--- config.mk ---
export PLATFORM = sky130hd
export DESIGN_NAME = hc_req_encoder16
export DESIGN_NICKNAME = d
export VERILOG_FILES = /design/src/rtl/hc_req_encoder16_pkg.sv /design/src/rtl/hc_prio_enc16.sv /design/src/rtl/hc_req_encoder16.sv
export SDC_FILE = /design/constraint.sdc
export NUM_CORES = 1
export LEC_CHECK = 0
export CORE_MARGIN = 3
export CORE_UTILIZATION = 49
export DETAILED_ROUTE_END_ITERATION = 12
export HOLD_SLACK_MARGIN = 0.05
export PLACE_DENSITY_LB_ADDON = 0.15
export SYNTH_ARGS = -nofsm -noshare
export SYNTH_HDL_FRONTEND = slang
export SYNTH_HIERARCHICAL = 1
export SYNTH_SLANG_ARGS = --single-unit
--- constraint.sdc ---
create_clock -name clk_i -period 2.3 [get_ports clk_i]
set_input_delay 0.46 -clock clk_i [delete_from_list [all_inputs] [get_ports clk_i]]
set_output_delay 0.46 -clock clk_i [all_outputs]
set_load 0.02 [all_outputs]
--- src/rtl/hc_req_encoder16_pkg.sv ---
// rtl/hc_req_encoder16_pkg.sv - shared widths, state encodings and helpers for the request encoder
package hc_req_encoder16_pkg;

    localparam int REQ_NUM    = 16;
    localparam int REQ_CODE_W = 4;

    typedef enum logic {
        ST_IDLE    = 1'b0,
        ST_PRESENT = 1'b1
    } req_state_e;

    function automatic logic [REQ_NUM-1:0] code_onehot(input logic [REQ_CODE_W-1:0] code);
        logic [REQ_NUM-1:0] v;
        v       = '0;
        v[code] = 1'b1;
        return v;
    endfunction

endpackage

--- src/rtl/hc_prio_enc16.sv ---
// rtl/hc_prio_enc16.sv - combinational 16-to-4 priority encoder, highest index wins
module hc_prio_enc16
    import hc_req_encoder16_pkg::*;
(
    input  logic [REQ_NUM-1:0]    req,
    output logic [REQ_CODE_W-1:0] code,
    output logic                  any
);

    // Ascending scan so the last hit, the highest index, is what remains.
    always_comb begin
        code = '0;
        for (int i = 0; i < REQ_NUM; i++) begin
            if (req[i]) begin
                code = REQ_CODE_W'(i);
            end
        end
    end

    assign any = |req;

endmodule

--- src/rtl/hc_req_encoder16.sv ---
// rtl/hc_req_encoder16.sv - active-low request collector, priority encoder and valid/ack code presenter
module hc_req_encoder16
    import hc_req_encoder16_pkg::*;
#(
    parameter int SYNC_STAGES = 2,
    parameter bit EDGE_MODE   = 1'b1
) (
    input  logic                  clk_i,
    input  logic                  rst_n_i,
    input  logic [REQ_NUM-1:0]    req_n_i,
    input  logic [REQ_NUM-1:0]    mask_i,
    input  logic                  ack_i,
    output logic [REQ_CODE_W-1:0] code_o,
    output logic                  valid_o,
    output logic [REQ_NUM-1:0]    pend_o,
    output logic                  gs_n_o
);

    logic [REQ_NUM-1:0]    sync_q [SYNC_STAGES];
    logic [REQ_NUM-1:0]    prev_q;
    logic [REQ_NUM-1:0]    s;
    logic [REQ_NUM-1:0]    fall;
    logic [REQ_NUM-1:0]    clr;
    logic [REQ_NUM-1:0]    elig;
    logic [REQ_NUM-1:0]    pend_q;
    logic [REQ_CODE_W-1:0] sel_code;
    logic                  sel_any;
    req_state_e            state_q;

    // Inactive level is 1, so a line already low at reset release reads as one falling edge.
    always_ff @(posedge clk_i or negedge rst_n_i) begin
        if (!rst_n_i) begin
            for (int i = 0; i < SYNC_STAGES; i++) begin
                sync_q[i] <= '1;
            end
            prev_q <= '1;
        end else begin
            sync_q[0] <= req_n_i;
            for (int i = 1; i < SYNC_STAGES; i++) begin
                sync_q[i] <= sync_q[i-1];
            end
            prev_q <= s;
        end
    end

    assign s    = sync_q[SYNC_STAGES-1];
    assign fall = EDGE_MODE ? (prev_q & ~s) : ~s;
    assign clr  = (ack_i && valid_o) ? code_onehot(code_o) : '0;

    always_ff @(posedge clk_i or negedge rst_n_i) begin
        if (!rst_n_i) begin
            pend_q <= '0;
        end else begin
            pend_q <= fall | (pend_q & ~clr);
        end
    end

    assign elig = pend_q & ~mask_i;

    hc_prio_enc16 u_prio (
        .req  (elig),
        .code (sel_code),
        .any  (sel_any)
    );

    // Once presented, the code is frozen until acked: no preemption, masking does not revoke.
    always_ff @(posedge clk_i or negedge rst_n_i) begin
        if (!rst_n_i) begin
            state_q <= ST_IDLE;
            valid_o <= 1'b0;
            code_o  <= '0;
        end else begin
            case (state_q)
                ST_IDLE: begin
                    if (sel_any) begin
                        code_o  <= sel_code;
                        valid_o <= 1'b1;
                        state_q <= ST_PRESENT;
                    end
                end
                ST_PRESENT: begin
                    if (ack_i) begin
                        valid_o <= 1'b0;
                        state_q <= ST_IDLE;
                    end
                end
                default: begin
                    valid_o <= 1'b0;
                    state_q <= ST_IDLE;
                end
            endcase
        end
    end

    assign pend_o = pend_q;
    assign gs_n_o = ~sel_any;

endmodule

==> results.ini, run 1 <==
[timing]
final.setup_skew_ps = 7.893
hold_violation_total_from_the_final_report = 0
timing.final.crit_share_pct = 96.32
max-slew-margin-rel_pct = 70.54
timing_worst_slew_pin_value_ps = 441.9
final_period_minus_worst_setup_slack_ps = 2215
setup_slack_ps = 84.68
final_max_slew_viol_count = 0
hold-worst-slack_ps = 63.93
setup_total_negative_slack_ps = 0
setup_viol = 0
maxClockFrequency_mhz = 451.4

[cells_and_area]
non_filler_cells_final = 342
ant_diodes = 0
finalInstanceArea_mm2 = 0.003485
finish.net_count = 305
postLayoutCoreUtil_pct = 73.29
post_route_cells_drive_above_1_share_pct = 38.18
syn2layout_area_growth_pct = 42.75

[floorplan]
dieHeight_um = 76.58
io-pin-count = 57
die-area_mm2 = 0.005865
floorplan.core_area_mm2 = 0.004755
floorplan.initialDensity_pct = 51.34
floorplan.die.width_um = 76.58
row_count = 25

[logic_synthesis]
synthesis.instances = 179
ys_ff_latch = 70
syn_area_per_cell_um2 = 13.64
yosys.cell_types.count = 28
syn-num-nets = 214
yosysWarningCount = 6
mappedNetlistArea_mm2 = 0.002441
yosysSeqAreaShare_pct = 74.22

[route]
detail_route.vias_per_cell = 4.708
totalWireLength_mm = 4.608
wl_per_cell_um = 13.47
initialDrtViolationCount = 64
drc_errors = 0
detailroute.via_count = 1610
drtPass1Iterations = 4
drtAntennaViolNets = 0

[critical_path]
worst_path_max_delay_cell = sky130_fd_sc_hd__dfrtp_1
critical_path_required_ps = 1840
crit_fanout = 2
worst_setup_path_start_kind = register
crit_path_largest_cell_delay_ps = 390
worstPathCellList = nor2b_2 > nor4_4 > nand3_1 > or2_4 > inv_2 > buf_6
worst_setup_ep_type = primary output
worstPathArrival_ps = 1760
setup.worst_path.class = reg -> out

[grt]
maximum_number_of_pins_on_one_net_before_global_route_repair = 53
globalRoute.totalOverflow = 0
first_global_vias = 1673
antenna_found_initial = 0
groute.usage.overall_pct = 17.49
grt_pass1_wl_mm = 7.741

[job]
cap_violations = 0

[place]
routabilityCongestion = 0.7672
number_of_placed_instances_with_taps_included = 325
dp_hpwl_mm = 3.345
pre_cts_ws_ps = -555.2
numPortBuffers = 56
detailed_place.area_mm2 = 0.003266

[power_and_ir_drop]
power.share.clock_pct = 32.4
share_comb_of_total_power_pct = 14.7
seq_power_share_pct = 52.9
power_density_mw_per_mm2 = 753.5
intPower_mw = 1.960
switching_power_mw = 0.6653
leakage_power_of_the_design_nw = 1.444
peakVddDrop_uv = 520.7
report.power.total_mw = 2.626
sw_frac_of_total_pct = 25.34

[status]
outcome = finished clean

[clock_tree]
htree_num_levels = 3
clk_path_buf_depth = 2
cts_inserted_buffers = 9
ctsHoldBuffers = 0
tritoncts_clock_tree = built
cts.sinks = 70
clockRootBuffer = sky130_fd_sc_hd__clkbuf_8
clk_latency_ps = 330
cts.reportedPaths.clkPinSlew_ps = 70

[worst_hold_path]
tightest_hold_check_type = in -> async

## cell families after synthesis
kind of cell    after synthesis  synth area share (%)
mux                           5                 2.255
compound gates               39                 8.713
buf+inv                      18                 2.768
simple gates                 47                 12.05
flops                        70                 74.22
## final cells by class
cell class                 instances  area, um2
fill                             347       1270
multi-input combinational         91      599.3
timing repair buffer              80      747.0
inverter                          18      67.56
sequential                        70       1812
clock buffer                      11      141.4
tap                               67      83.83
clock inverter                     5      33.78
## layer usage
metal	track usage, %	vias up	share of wire (%)
met3	6.383	6	5.1
met2	28.82	39	50
met5	0	-	0
met4	7.609	0	1.2
li1	-	783	-
met1	20.59	782	43
## flip-flops by register name, indices dropped and copies added, names as in the netlist
register	count
pend_o	16
sync_q	16
code_o	4
prev_q	16
state_q	1
s	16
valid_o	1
## timing repair
item,CTS,global route
endpoints found under the hold margin,0,0
gates resized for setup,18,4
pin swaps,5,5
setup endpoints to repair,1,1
setup buffers,0,1
## power groups by stage
stage	logic (mW)	clock network, mW	registers, mW
5_1_grt	0.416	0.936	1.40
2_1_floorplan	0.109	0	1.44
6_report	0.385	0.851	1.39
3_3_place_gp	0.373	0	1.41
3_5_place_dp	0.379	0	1.41
4_1_cts	0.385	0.890	1.39
## worst paths after layout
check	cells past startpoint	endpoint	slack (ps)	from
setup / recovery	6	gs_n_o	80	pend_o[9]
hold / removal	1	code_o[3]	60	rst_n_i
setup reg to reg	6	code_o[2]	500	pend_o[9]
hold reg to reg	0	s[3]	360	sync_q[19]
max in group asynchronous	2	s[0]	1580	rst_n_i
min in group clk_i	0	s[3]	360	sync_q[19]
## critical path: cells and delay by family (launching register included)
family / cells / cell delay (ps)
simple gates: 4 / 870
flops: 1 / 390
buf+inv: 2 / 170
## placed cells by master, fill, tap and decap left out, drive strengths merged
cell           instances
clkinv                 2
dfstp                 48
dfrtp                 22
nor2b                 17
dlymetal6s2s           1
dlygate4sd2            4
clkdlybuf4s50         49
nand4b                 2
nor3                   1
a21oi                  1
nand3                  3
nand4                  1
mux2i                  1
or3b                   1
clkinvlp               2
or4b                   1
o31ai                  2
clkbuf                11
a311oi                 1
and2b                  1
a21o                   1
o21ai                 32
nor2                  10
nand4bb                1
nand2b                 4
nor4                   2
a221o                  1
buf                   26
or2                    2
nand2                  1
a31oi                  1
mux2                   4
inv                   19
## cells in the mapped netlist
master                      number  share of area, %
sky130_fd_sc_hd__or2_1           2              0.51
sky130_fd_sc_hd__mux2_2          4               1.8
sky130_fd_sc_hd__nand2b_1        4               1.0
sky130_fd_sc_hd__nor2_1         10               1.5
sky130_fd_sc_hd__o31ai_1         2              0.61
sky130_fd_sc_hd__nand4b_1        2              0.72
sky130_fd_sc_hd__a21oi_1         1              0.20
sky130_fd_sc_hd__nand3_1         3              0.61
sky130_fd_sc_hd__nor3_1          1              0.20
sky130_fd_sc_hd__a31oi_1         1              0.26
sky130_fd_sc_hd__nand4_1         1              0.26
sky130_fd_sc_hd__or3b_1          1              0.36
sky130_fd_sc_hd__nor2b_1        16               4.1
sky130_fd_sc_hd__nor4_1          1              0.26
sky130_fd_sc_hd__nand4bb_1       1              0.46
sky130_fd_sc_hd__nor2b_4         1              0.56
sky130_fd_sc_hd__dfrtp_1        22                23
sky130_fd_sc_hd__a221o_1         1              0.41
sky130_fd_sc_hd__a21o_1          1              0.31
sky130_fd_sc_hd__a311oi_1        1              0.36
sky130_fd_sc_hd__or4b_1          1              0.41
sky130_fd_sc_hd__mux2i_1         1              0.41
sky130_fd_sc_hd__inv_1          18               2.8
sky130_fd_sc_hd__dfstp_2        48                52
sky130_fd_sc_hd__nand2_1         1              0.15
sky130_fd_sc_hd__o21ai_0        32               6.6
sky130_fd_sc_hd__nor4_2          1              0.51
sky130_fd_sc_hd__and2b_2         1              0.36
Note: power is estimated with default switching activity, not from simulation.
==> run 2, diff against run 1 <==
--- a/config.mk
+++ b/config.mk
@@ -5,6 +5,7 @@
 export SDC_FILE = /design/constraint.sdc
 export NUM_CORES = 1
 export LEC_CHECK = 0
+export CAP_MARGIN = 10
 export CORE_MARGIN = 3
 export CORE_UTILIZATION = 49
 export DETAILED_ROUTE_END_ITERATION = 12
==> results of run 2 <==
The final DEF is identical to that of run 1; final timing and power are the same.
==> run 3, diff against run 2 <==
--- a/config.mk
+++ b/config.mk
@@ -5,7 +5,6 @@
 export SDC_FILE = /design/constraint.sdc
 export NUM_CORES = 1
 export LEC_CHECK = 0
-export CAP_MARGIN = 10
 export CORE_MARGIN = 3
 export CORE_UTILIZATION = 49
 export DETAILED_ROUTE_END_ITERATION = 12
==> results of run 3 <==
The final DEF is identical to that of run 1; final timing and power are the same.
